==> config.mk <==
export PLATFORM = sky130hd
export DESIGN_NAME = tap_snapshot_buffer
export DESIGN_NICKNAME = d
export VERILOG_FILES = /design/src/rtl/tap_snapshot_buffer.sv
export SDC_FILE = /design/constraint.sdc
export NUM_CORES = 1
export LEC_CHECK = 0
export BUFFER_PORTS_ARGS = -buffer_cell sky130_fd_sc_hd__clkbuf_2
export CAP_MARGIN = 15
export CORE_UTILIZATION = 55
export CTS_CLUSTER_SIZE = 20
export DETAILED_ROUTE_END_ITERATION = 6
export GPL_ROUTABILITY_DRIVEN = 1
export PLACE_DENSITY = 0.74
export SETUP_SLACK_MARGIN = 0.02
export SLEW_MARGIN = 20
export SYNTH_ARGS = -nofsm -noshare
export SYNTH_HDL_FRONTEND = slang
export SYNTH_SLANG_ARGS = --single-unit
==> constraint.sdc <==
create_clock -name clk -period 5.85 [get_ports clk]
set_clock_uncertainty 0.1 [all_clocks]
set_input_delay 0 -clock clk [delete_from_list [all_inputs] [get_ports clk]]
set_output_delay 0 -clock clk [all_outputs]
set_load 0.01 [all_outputs]
==> src/rtl/tap_snapshot_buffer.sv <==
// Sample delay line with fill tracking and a handshaked snapshot streamer for the RX sample path.
// Latency: live taps update 1 cycle after rxstrobe; first snapshot word appears 1 cycle after an accepted snap_start.
// Backpressure: snapshot word/index hold while snap_valid & !snap_ready; the live line never stalls.
module tap_snapshot_buffer #(
    parameter int WIDTH = 8,
    parameter int DEPTH = 6,
    parameter int AW    = 3
) (
    input  logic             clk,
    input  logic             reset,
    input  logic             rxstrobe,
    input  logic [WIDTH-1:0] in_sample,
    output logic [WIDTH-1:0] out_sample,
    input  logic [AW-1:0]    sel,
    output logic [WIDTH-1:0] data,
    output logic             primed,
    input  logic             snap_start,
    output logic             snap_busy,
    output logic [WIDTH-1:0] snap_data,
    output logic             snap_valid,
    input  logic             snap_ready,
    output logic             snap_last
);
    localparam int CW = $clog2(DEPTH + 1);

    localparam logic [0:0] ST_IDLE   = 1'b0;
    localparam logic [0:0] ST_STREAM = 1'b1;

    localparam logic [CW-1:0] FILL_FULL = CW'(DEPTH);
    localparam logic [AW-1:0] LAST_IDX  = AW'(DEPTH - 1);

    logic [WIDTH-1:0] taps [DEPTH];
    logic [WIDTH-1:0] snap [DEPTH];
    logic [CW-1:0]    fill_cnt;
    logic [AW-1:0]    idx;
    logic [0:0]       state;

    // Live delay line: shift newest sample into tap 0 on every strobe.
    always_ff @(posedge clk) begin
        if (!reset) begin
            for (int i = 0; i < DEPTH; i++) begin
                taps[i] <= '0;
            end
        end else if (rxstrobe) begin
            taps[0] <= in_sample;
            for (int i = 1; i < DEPTH; i++) begin
                taps[i] <= taps[i-1];
            end
        end
    end

    // Fill counter saturates at DEPTH; primed means the whole window holds real samples.
    always_ff @(posedge clk) begin
        if (!reset) begin
            fill_cnt <= '0;
        end else if (rxstrobe && (fill_cnt != FILL_FULL)) begin
            fill_cnt <= fill_cnt + CW'(1);
        end
    end

    assign primed = (fill_cnt == FILL_FULL);

    // Snapshot engine: capture the pre-shift window on accept, then stream tap 0..DEPTH-1.
    always_ff @(posedge clk) begin
        if (!reset) begin
            state <= ST_IDLE;
            idx   <= '0;
            for (int i = 0; i < DEPTH; i++) begin
                snap[i] <= '0;
            end
        end else begin
            case (state)
                ST_IDLE: begin
                    if (snap_start && primed) begin
                        for (int i = 0; i < DEPTH; i++) begin
                            snap[i] <= taps[i];
                        end
                        idx   <= '0;
                        state <= ST_STREAM;
                    end
                end
                default: begin
                    if (snap_ready) begin
                        if (idx == LAST_IDX) begin
                            state <= ST_IDLE;
                        end else begin
                            idx <= idx + AW'(1);
                        end
                    end
                end
            endcase
        end
    end

    // Combinational tap selects; out-of-range sel reads as zero.
    always_comb begin
        data      = '0;
        snap_data = '0;
        for (int i = 0; i < DEPTH; i++) begin
            if (sel == AW'(i)) begin
                data = taps[i];
            end
            if (idx == AW'(i)) begin
                snap_data = snap[i];
            end
        end
    end

    assign out_sample = taps[DEPTH-1];
    assign snap_valid = (state == ST_STREAM);
    assign snap_busy  = (state == ST_STREAM);
    assign snap_last  = (state == ST_STREAM) && (idx == LAST_IDX);

endmodule

After elaboration in Yosys (flattened, before gate mapping)
Memories as Yosys holds them, arrays and structs flattened.
Cells that the tools add are included.
{"block": "word_totals", "register_bits": 7, "ram_bits": 96, "inputBits": 16, "out_inout_bits": 28, "n_memories": 2}
{"name": "snap", "words": 6, "width": 8, "rd": 6, "rd_clocked_by_memory_dff": 0, "write_ports": 6, "line_no": "33", "rtl": "logic [WIDTH-1:0] snap [DEPTH];"}
{"name": "taps", "words": 6, "width": 8, "rd": 6, "rd_clocked_by_memory_dff": 0, "write_ports": 6, "line_no": "32", "rtl": "logic [WIDTH-1:0] taps [DEPTH];"}
{"block": "op_classes", "n_addsub": 2, "eq_ne": 14, "n_mux": 39, "bitwise_logic": 12, "n_reduce_logical": 7}
{"cell": "$mux W8", "n": 24}
{"cell": "$eq A3 B3 Y1 const B", "n": 5}
{"cell": "$eq A3 B2 Y1 const B", "n": 4}
{"cell": "$mux W3", "n": 4}
{"cell": "$or A1 B1 Y1", "n": 12}
{"cell": "$mux W1", "n": 11}
{"cell": "$add A3 B1 Y3 const B", "n": 2}
{"cell": "$eq A3 B1 Y1 const B", "n": 2}
{"cell": "$logic_not A3 Y1", "n": 2}
{"cell": "$ne A2 B2 Y1 const B", "n": 2}
{"cell": "$logic_and A1 B1 Y1", "n": 3}
{"cell": "$ne A3 B3 Y1 const B", "n": 1}
{"cell": "$reduce_and A3 Y1", "n": 1}
{"cell": "$reduce_bool A2 Y1", "n": 1}

Depth between registers and ports, before layout
Gate-level depths: netlist of run 1.
{"block": "logic_depth", "ltp_word": 7, "depth_mapped": 7, "depth_no_buf": 5}

Worst setup path before layout of run 1
Ideal clock, no wire load.
{"block": "synth_path", "path_type": "register -> register", "from": "register fill_cnt[0]", "to": "memory snap[0][0] (enable)", "setup_time_ps": 407, "t_arrival_ps": 1753, "required_ps": 5343, "slack_ps": 3590, "path_stages_with_launch": 5, "n_path_buf": 0, "cell_sequence": "dfxtp_1 > inv_1 > ha_1 > nand4b_2 > nand2_1"}
{"element": "start: declaration", "line_no": "34", "rtl": "logic [CW-1:0] fill_cnt;"}
{"element": "start signal: assignment", "line_no": "57", "rtl": "fill_cnt <= fill_cnt + CW'(1);"}
{"element": "end: declaration", "line_no": "33"}

Final worst setup path of run 1
{"block": "layout_path", "from": "register idx[0]", "to": "output snap_data[6]"}
{"block": "layout_via", "elab_chain_cells": 7, "word_cells_on_any_way": 12}
{"element": "start: declaration", "line_no": "35", "rtl": "logic [AW-1:0] idx;"}
{"element": "start signal: assignment", "line_no": "87", "rtl": "idx <= idx + AW'(1);"}
{"element": "$logic_not A3 Y1", "line_no": "103", "rtl": "if (idx == AW'(i)) begin"}
{"element": "$mux W8 (5 in series)", "line_no": "103"}
{"element": "$mux W8 *", "line_no": "103"}
{"element": "end: declaration", "line_no": "19", "rtl": "output logic [WIDTH-1:0] snap_data,"}
Every way passes the cells marked *; elsewhere a longest branch is shown, timed or not.

==> results.txt, run 1 <==
Outcome: finished clean
Share of layout cells above drive strength 1: 15.6%
Worst path arrival time: 2.28 ns
Fmax achieved: 419 MHz
Switching share of total power: 22.1%
WS Path Type: reg2out
CTS clk-pin slew, worst paths: 0.09 ns
Post-Syn Nets: 422
Tmin final: 2.38 ns
Crit-path cells: inv_1, ha_1, o21ai_1, and2_1, a221o_1, clkbuf_2
Final setup TNS: 0 ns
Post-Place Setup Slack: 3.69 ns
RSZ-0062 raised after global routing: false
Initial antenna violation count: 0
Lkg Pwr: 2.27 nW
Worst slew pin tran: 0.642 ns
Die X-Extent: 96.7 um
Top-area cell type share of the netlist area: 58.5%
Maxcap violations: 0
Min-delay worst type: in2reg
CP peak stage delay: 0.53 ns
CP max FO: 17
Total die area: 0.00935 mm^2
Sequential area share after synthesis: 61.3%
R2R Path Start: idx[1]
Post-DRT Antenna Nets: 0
TritonCTS clock tree: built
Via count: 3,216
Worst Hold Depth: 4
CORE AREA: 0.00868 mm^2
CTS Buf Count: 9
CTS Buffer Depth: 2
Slew headroom: 57.2%
WHS Endpoint: idx[2]
Top cells by area, synth: edfxtp_1 (58%), and2_1 (6.5%), and3_1 (6.2%)
Iter 0 DRT Violations: 232
Most used DFF post-synth: edfxtp_1
Initial core utilization: 56.8%
Die height: 96.7 um
First-pass GRT wire length: 16,500 um
Yosys reg bits: 103
PostCTS Resize Cnt: 0
# DRC: 0
Ports: 44
Clock group share of total power: 32.8%
H-tree Lvls: 3
Critical path launch point type: flip-flop
Max Slew Vio Count: 0
Reg power frac: 60.2%
VDD IR max: 0.000195 V
Largest net degree at the start of global routing: 56
Critical Path RT: 5.75 ns
Critical path endpoint category: output port
Commonest cells in the netlist: edfxtp_1 (96), and2_1 (51), and3_1 (49)
Hpwl dp: 6660 um
Psw: 319 uW
Layout Area Growth over Synthesis: 9.59%
Reg2reg end: snap_busy
Yosys Warn Count: 0
First-pass iteration count of the detailed router: 4
Total GRT Usage: 23.1%
Post-Syn Instances: 399
WL final: 10,200 um
Final WS setup: 3.47 ns
Vias in the first global route: 3,083
Hold Fails Final Rpt: 0
Int Power: 1.12 mW
Final setup fails: 0
FFs w/ async S/R, synth: 0%
CTS sink cnt: 103
Post-Syn Area per Cell: 12.4 um^2
DR WL/cell: 19.0 um
Hold wc startpoint: snap_start
ANT cells: 0
Num rows: 34
Synth area leader: edfxtp_1
Net count, final: 448
Count leader, synth: edfxtp_1
Final hold slack: 0.139 ns
Slowest CP cell: ha_1
Setup slack, reg-to-reg: 3.94 ns
Tcrit/Tclk final: 40.8%
RD Place Congestion: 0.772
Port Buffers: 43
Combinational Power Share: 7.0%
Worst-Skew Late Latency: 0.36 ns
Pwr Density: 267 mW/mm^2
R2R cell count: 7
Post-synth cell types: 35
EDFF count, synth: 96
Clock Tree Root: clkbuf_8
DR vias/cell: 5.98
GR Overflow Total: 0
Post-Syn Area: 0.00493 mm^2
[critical path: cells and delay by family (launching register included)]
kind            cells  cell delay, ns
compound gates      2            0.53
fa+ha+maj           1            0.53
buf+inv             2            0.25
flops               1            0.35
simple gates        1            0.27
[routing by layer]
layer / routed length, um / global-route usage (%) / share of wire [%]
met2: 4980 / 36.9 / 49
met1: 4470 / 31.8 / 44
met3: 634 / 5.64 / 6.2
met4: 146 / 5.97 / 1.4
met5: 0 / 0 / 0
[how the worst max path moves through the flow]
stage / start / endpoint
after floorplan: fill_cnt[0] / snap[0][0]
after global placement: fill_cnt[0] / snap[0][35]
after detailed placement: fill_cnt[0] / snap[0][6]
after CTS: idx[0] / snap_data[6]
after global routing: idx[0] / snap_data[6]
final: idx[0] / snap_data[6]
[cells by family after synthesis]
kind of cell	synth area share, %
xor+xnor	0.178
fa+ha+maj	1.78
flops	61.3
compound gates	8.50
buf+inv	5.81
simple gates	19.2
mux	3.25
[power groups by stage]
stage	registers, mW	logic (mW)	clock network [mW]
floorplan	0.870	0.0697	0
global placement	0.883	0.0934	0
detailed placement	0.884	0.0961	0
CTS	0.867	0.101	0.482
global route	0.871	0.110	0.509
finish	0.867	0.101	0.472
[repair_timing]
item / in CTS / in global routing
setup endpoints to repair: 0 / 0
hold endpoints to repair: 12 / 0
hold buffers: 10 / 0
setup buffers: 0 / 0
[per-stage QoR]
step	power (mW)	cell area, um^2	instances	utilization, %
CTS	1.45	5400	538	62.2
global route	1.49	5400	538	62.3
finish	1.44	5400	538	62.3
floorplan	0.940	4930	399	-
detailed placement	0.980	5080	512	58.6
global placement	0.976	5080	512	58.6
[placed cells by master (no fill, tap or decap), types with 2 or more instances in the layout]
master / count
edfxtp_1: 96
and2_1: 51
and3_1: 49
clkbuf_2: 43
nand2_1: 30
mux2i_1: 16
nand3b_1: 16
inv_1: 13
a21oi_1: 10
dlygate4sd3_1: 10
o21ai_0: 9
clkbuf_8: 9
o21a_1: 8
o221ai_1: 8
a221oi_1: 8
a221o_1: 8
ha_1: 7
dfxtp_1: 7
buf_4: 5
or2_1: 2
nor2_1: 2
o32ai_1: 2
bufinv_16: 2
clkinv_2: 2
clkinvlp_4: 2
[flip-flops by register name, summed over array words and instances, names as in the netlist]
| register | flops |
|---|---|
| idx | 3 |
| snap_busy | 1 |
| fill_cnt | 3 |
| taps | 48 |
| snap | 48 |
[cell type report]
class / instances / area, um^2
clock inverters: 6 / 85.1
well taps: 108 / 135
fillers: 683 / 3280
inverters: 13 / 48.8
clock buffers: 10 / 128
multi-input cells: 240 / 1630
repair buffers: 58 / 353
flip-flops and latches: 103 / 3020
Power figures use the tool's default switching activity.
==> run 2: changes to the inputs <==
--- a/config.mk
+++ b/config.mk
@@ -5,6 +5,7 @@
 export SDC_FILE = /design/constraint.sdc
 export NUM_CORES = 1
 export LEC_CHECK = 0
+export ABC_AREA = 1
 export BUFFER_PORTS_ARGS = -buffer_cell sky130_fd_sc_hd__clkbuf_2
 export CAP_MARGIN = 15
 export CORE_UTILIZATION = 55
==> constraint.sdc (replaced) <==
create_clock -name clk -period 2.3 [get_ports clk]
set_clock_uncertainty 0.1 [all_clocks]
set_input_delay 0 -clock clk [delete_from_list [all_inputs] [get_ports clk]]
set_output_delay 0 -clock clk [all_outputs]
set_load 0.01 [all_outputs]
==> results.txt, run 2 <==
Outcome: finished clean
Setup slack, reg-to-reg: 0.26 ns (-3.68 ns)
Post-Syn Area: 0.00493 mm^2 (unchanged)
FFs w/ async S/R, synth: 0% (unchanged)
Hpwl dp: 7070 um (+6.1%)
Top cells by area, synth: edfxtp_1 (58%), nand2_1 (9.5%), nor2_1 (9.4%)
Critical Path RT: 2.20 ns (-3.55 ns)
First-pass iteration count of the detailed router: 6 (+2)
CP top delay family: simple AND/OR/NAND/NOR gates
Layout Area Growth over Synthesis: 12.2%
Min-delay worst type: in2reg
Tcrit/Tclk final: 92.8%
Yosys Warn Count: 0 (unchanged)
Port Buffers: 43 (unchanged)
Sequential area share after synthesis: 61.3% (unchanged)
EDFF count, synth: 96 (unchanged)
Most used DFF post-synth: edfxtp_1
Most used cell, CP: nand2_1
Slew headroom: 55.9% (-1.4 points)
Vias in the first global route: 3,547 (+15%)
Net count, final: 612 (+37%)
Biggest regs: snap: 48 flops, taps: 48 flops
Pwr Density: 652 mW/mm^2 (+140%)
Postcts setup bufs: 0 (unchanged)
Fmax achieved: 469 MHz
Crit-path cells: inv_1, ha_1, inv_1, nand3_1, nand2_1, nand2_1, nand2_1, nand2_1, nand2_1, clkbuf_2
Final hold slack: 0.0711 ns (-0.0680 ns)
Total die area: 0.00935 mm^2 (unchanged)
Post-Syn Area per Cell: 9.08 um^2 (-27%)
Initial core utilization: 56.8% (unchanged)
Count leader, synth: nand2_1
Num rows: 34 (unchanged)
Commonest cells in the netlist: nand2_1 (125), nor2_1 (123), edfxtp_1 (96)
VDD IR max: 0.000342 V (+75%)
Synth area leader: edfxtp_1
WS Path Type: reg2out
WL final: 10,400 um (+1.8%)
RD Place Congestion: 0.891 (+15%)
Worst Path Buf+Inv: 3 (+1)
Pwr Total: 3.61 mW (+150%)
Via count: 3,563 (+11%)
Post-Syn Instances: 543 (+36%)
Post-DRT Antenna Nets: 0 (unchanged)
CTS clk-pin slew, worst paths: 0.10 ns (about the same)
CTS sink cnt: 103 (unchanged)
Lkg Pwr: 2.41 nW (+5.9%)
Clock Tree Root: clkbuf_8
# DRC: 0 (unchanged)
ANT cells: 0 (unchanged)
Worst slew pin tran: 0.660 ns (+0.0182 ns)
Iter 0 DRT Violations: 285 (+23%)
CP peak stage delay: 0.39 ns (-0.14 ns)
Critical path endpoint category: output port
First-pass GRT wire length: 17,200 um (+3.8%)
Worst-Skew Late Latency: 0.36 ns (about the same)
DR WL/cell: 14.8 um (-22%)
Most common cell after layout, fill and taps aside: nand2_1
Share of layout cells above drive strength 1: 13.8% (-1.8 points)
CTS Buffer Depth: 2 (unchanged)
DR vias/cell: 5.08 (-15%)
Most frequent cells in the layout: nand2_1 (123), nor2_1 (122), edfxtp_1 (96), inv_1 (87), clkbuf_2 (43)
Post-synth cell types: 23 (-34%)
Largest net degree at the start of global routing: 50 (-11%)
Die X-Extent: 96.7 um (unchanged)
Yosys reg bits: 103 (unchanged)
Die height: 96.7 um (unchanged)
Final setup fails: 0 (unchanged)
Total GRT Usage: 23.7% (+0.64 points)
Dpl cell area: 0.00520 mm^2 (+2.3%)
RSZ-0062 raised after global routing: false
Ports: 44 (unchanged)
CORE AREA: 0.00868 mm^2 (unchanged)
Slowest CP cell: dfxtp_1
Critical path launch point type: flip-flop
Core Util, Final: 63.7% (+1.5 points)
Final instance area: 0.00553 mm^2 (+2.4%)
Worst path arrival time: 2.03 ns (-0.25 ns)
Final setup TNS: 0 ns (unchanged)
TritonCTS clock tree: built
Top-area cell type share of the netlist area: 58.5% (unchanged)
GR Overflow Total: 0 (unchanged)
Max Slew Vio Count: 0 (unchanged)
H-tree Lvls: 3 (unchanged)
CTS Buf Count: 9 (unchanged)
Tmin final: 2.13 ns
Hold Fails Final Rpt: 0 (unchanged)
Maxcap violations: 0 (unchanged)
Post-Syn Nets: 566 (+34%)
CP max FO: 11 (-6)
Initial antenna violation count: 0 (unchanged)
-- run 2: cell count changes after synthesis, moves of 15 or more --
cell,change
and3_1,-49
clkbuf_1,-15
and2_1,-51
nand3b_1,-16
nor2_1,+121
nand2_1,+94
nand3_1,+15
inv_1,+74
mux2i_1,-16
o21ai_0,+19
-- run 2: worst reg2reg max path, stage by stage, from the launching register on --
cell and delay (ns):
dfxtp_1 0.39, inv_1 0.06, ha_1 0.19, nand2_1 0.16
inv_1 0.08, nor2_1 0.22, o21ai_0 0.11, a21oi_1 0.12
dlygate4sd3_1 0.56
-- run 2: cell families after synthesis --
group,synth area share [%]
flip-flops,61.3
AND/OR/NAND/NOR,22.7
buffers and inverters,10.5
AO/OA/AOI/OAI,3.45
adder cells (fa/ha/maj),1.78
XOR/XNOR,0.178
-- run 2: metal layers --
layer  global-route usage [%]  up-vias  wire length, um
met1                     32.4     1637             4620
met5                        0        -                0
met4                     11.9        0              252
met3                     3.97       18              668
met2                     36.9      123             4880
li1                         -     1785                -
-- run 2: layout make-up --
| type | instances | area, um^2 |
|---|---|---|
| clock buffers | 9 | 124 |
| flip-flops and latches | 103 | 3020 |
| well taps | 108 | 135 |
| fillers | 745 | 3150 |
| inverters | 96 | 360 |
| repair buffers | 59 | 403 |
| multi-input cells | 320 | 1410 |
| clock inverters | 7 | 77.6 |
-- run 2: per-stage QoR --
step / instances / worst slack, ns
global route: 702 / 0.0311
floorplan: 543 / 0.329
detailed placement: 674 / 0.478
global placement: 674 / 0.597
finish: 702 / 0.166
CTS: 702 / 0.0368
-- run 2: final timing paths --
check,start,end,cells after the start
max,idx[1],snap_data[2],10
max reg2reg,fill_cnt[0],fill_cnt[0],8
min reg2reg,idx[1],idx[1],2
min,snap_start,idx[1],6
-- run 2: what timing repair did --
action | in CTS | in global routing
endpoints found under the setup margin | 0 | 8
resized for setup | 0 | 3
hold buffers | 12 | 0
endpoints found under the hold margin | 15 | 0
-- run 2: report_power, final --
group | total [mW] | switching (mW) | internal [mW]
clock network | 1.16 | 0.643 | 0.515
logic | 0.269 | 0.180 | 0.0889
registers | 2.18 | 0.0457 | 2.13
==> run 3: changes to the inputs <==
==> constraint.sdc (replaced) <==
create_clock -name clk -period 2.3 [get_ports clk]
set_clock_uncertainty 0.1 [all_clocks]
set_input_delay 0.23 -clock clk [delete_from_list [all_inputs] [get_ports clk]]
set_output_delay 0.23 -clock clk [all_outputs]
set_load 0.01 [all_outputs]
==> results.txt, run 3 (same netlist as run 2, synthesis figures left out) <==
CP max FO: 8 (-3)
CORE AREA: 0.00868 mm^2 (unchanged)
Worst-Skew Late Latency: 0.36 ns (about the same)
Layout Area Growth over Synthesis: 10.8%
Most common cell after layout, fill and taps aside: nand2_1
Fill cell count: 743 (-0.27%)
WL final: 10,200 um (-2.2%)
Reg area: 0.00303 mm^2 (+0.12%)
Core Util, Final: 62.9% (-0.79 points)
Hpwl dp: 6980 um (-1.3%)
Share of layout cells above drive strength 1: 15.7% (+1.9 points)
RD Place Congestion: 0.864 (-3.0%)
First-pass GRT wire length: 17,400 um (+1.2%)
Pwr Density: 655 mW/mm^2 (+0.49%)
Die height: 96.7 um (unchanged)
Multi-input logic area: 0.00143 mm^2 (+1.2%)
Net count, final: 605 (-1.1%)
Max Slew Vio Count: 0 (unchanged)
Critical Path RT: 1.97 ns (-0.23 ns)
Iter 0 DRT Violations: 270 (-5.3%)
# DRC: 0 (unchanged)
RSZ-0062 raised after global routing: true
Clock Tree Root: clkbuf_8
WS Path Type: reg2out
Most frequent cells in the layout: nand2_1 (124), nor2_1 (122), edfxtp_1 (96), inv_1 (83), clkbuf_2 (43)
First-pass iteration count of the detailed router: 5 (-1)
Tcrit/Tclk final: 93.3% (+0.48 points)
Via count: 3,565 (+0.056%)
Largest net degree at the start of global routing: 49 (-2.0%)
Lkg Pwr: 2.39 nW (-0.79%)
Total GRT Usage: 23.8% (+0.036 points)
GR Overflow Total: 0 (unchanged)
Die X-Extent: 96.7 um (unchanged)
Critical path endpoint category: output port
Vias in the first global route: 3,608 (+1.7%)
Biggest regs: snap: 48 flops, taps: 48 flops
Initial antenna violation count: 0 (unchanged)
Hold Fails Final Rpt: 0 (unchanged)
Slew headroom: 54.7% (-1.1 points)
H-tree Lvls: 3 (unchanged)
TritonCTS clock tree: built
VDD IR max: 0.000381 V (+11%)
Final setup TNS: 0 ns (unchanged)
Maxcap violations: 0 (unchanged)
Cts-stage hold buffer count: 0 (-12)
ANT cells: 0 (unchanged)
CTS sink cnt: 103 (unchanged)
Total die area: 0.00935 mm^2 (unchanged)
Min-delay worst type: in2reg
CTS Buffer Depth: 2 (unchanged)
Initial core utilization: 56.8% (unchanged)
CTS clk-pin slew, worst paths: 0.09 ns (about the same)
Post-DRT Antenna Nets: 0 (unchanged)
Postcts setup bufs: 0 (unchanged)
Critical path launch point type: flip-flop
Worst path arrival time: 1.82 ns (-0.21 ns)
Tmin final: 2.15 ns (+0.0110 ns)
DR WL/cell: 14.7 um (-1.3%)
Fmax achieved: 466 MHz (-0.51%)
Final setup fails: 0 (unchanged)
Port Buffers: 43 (unchanged)
Num rows: 34 (unchanged)
Worst slew pin tran: 0.676 ns (+0.0159 ns)
DR vias/cell: 5.13 (+1.1%)
CTS Buf Count: 9 (unchanged)
Ports: 44 (unchanged)
Outcome: finished clean
-- run 3: stage by stage --
stage                     hold slack [ns]  instance area [um^2]  power, mW  setup slack (ns)  instances
after floorplan                     0.268                  4940       2.36             0.329        543
after global placement              0.360                  5230       2.46             0.422        679
after detailed placement            0.389                  5230       2.47             0.340        679
after CTS                          0.0562                  5440       3.60            0.0460        695
after global routing               0.0725                  5460       3.71          -0.00277        695
final                              0.0665                  5460       3.58             0.155        695
-- run 3: timing repair --
action / in CTS / in global routing
resized for setup: 2 / 13
setup endpoints to repair: 8 / 8
pin swaps: 0 / 1
-- run 3: power by group --
group	internal (mW)	switching, mW	leakage [nW]	total, mW
Clock	0.534	0.612	0.106	1.15
Combinational	0.0770	0.173	1.20	0.250
Sequential	2.13	0.0490	1.08	2.18
-- run 3: worst paths after layout --
| kind | from | end | slack [ns] | cells past startpoint |
|---|---|---|---|---|
| worst max-delay path | idx[0] | snap_data[0] | 0.15 | 11 |
| worst min-delay path | in_sample[0] | taps[0][0] | 0.07 | 3 |
| worst min register to register | fill_cnt[0] | fill_cnt[0] | 0.40 | 1 |
| worst max register to register | fill_cnt[0] | snap[0][3] | 0.51 | 7 |
-- run 3: critical path, stage by stage, from the launching register on --
cell,delay [ns]
dfxtp_2,0.37
inv_2,0.08
ha_1,0.18
inv_1,0.07
nor2_4,0.21
nand3_1,0.11
nand2_1,0.10
nand2_1,0.05
nand2_1,0.07
nand2_1,0.06
nand2_1,0.05
clkbuf_2,0.12
-- run 3: cell type report --
cell class	count	area share [%]
sequential	103	55.4
multi-input combinational	320	26.1
inverter	96	6.64
timing repair buffer	52	5.63
clock buffer	13	3.32
tap	108	2.47
clock inverter	3	0.412
-- run 3: metal layers --
metal  part of all wire, %  GRT usage [%]  vias to the layer above
met5                     0              0                        -
met4                   1.9           8.04                        0
met3                   8.4           4.48                       19
met2                    46           37.4                      131
met1                    44           33.4                     1649
li1                      -              -                     1766
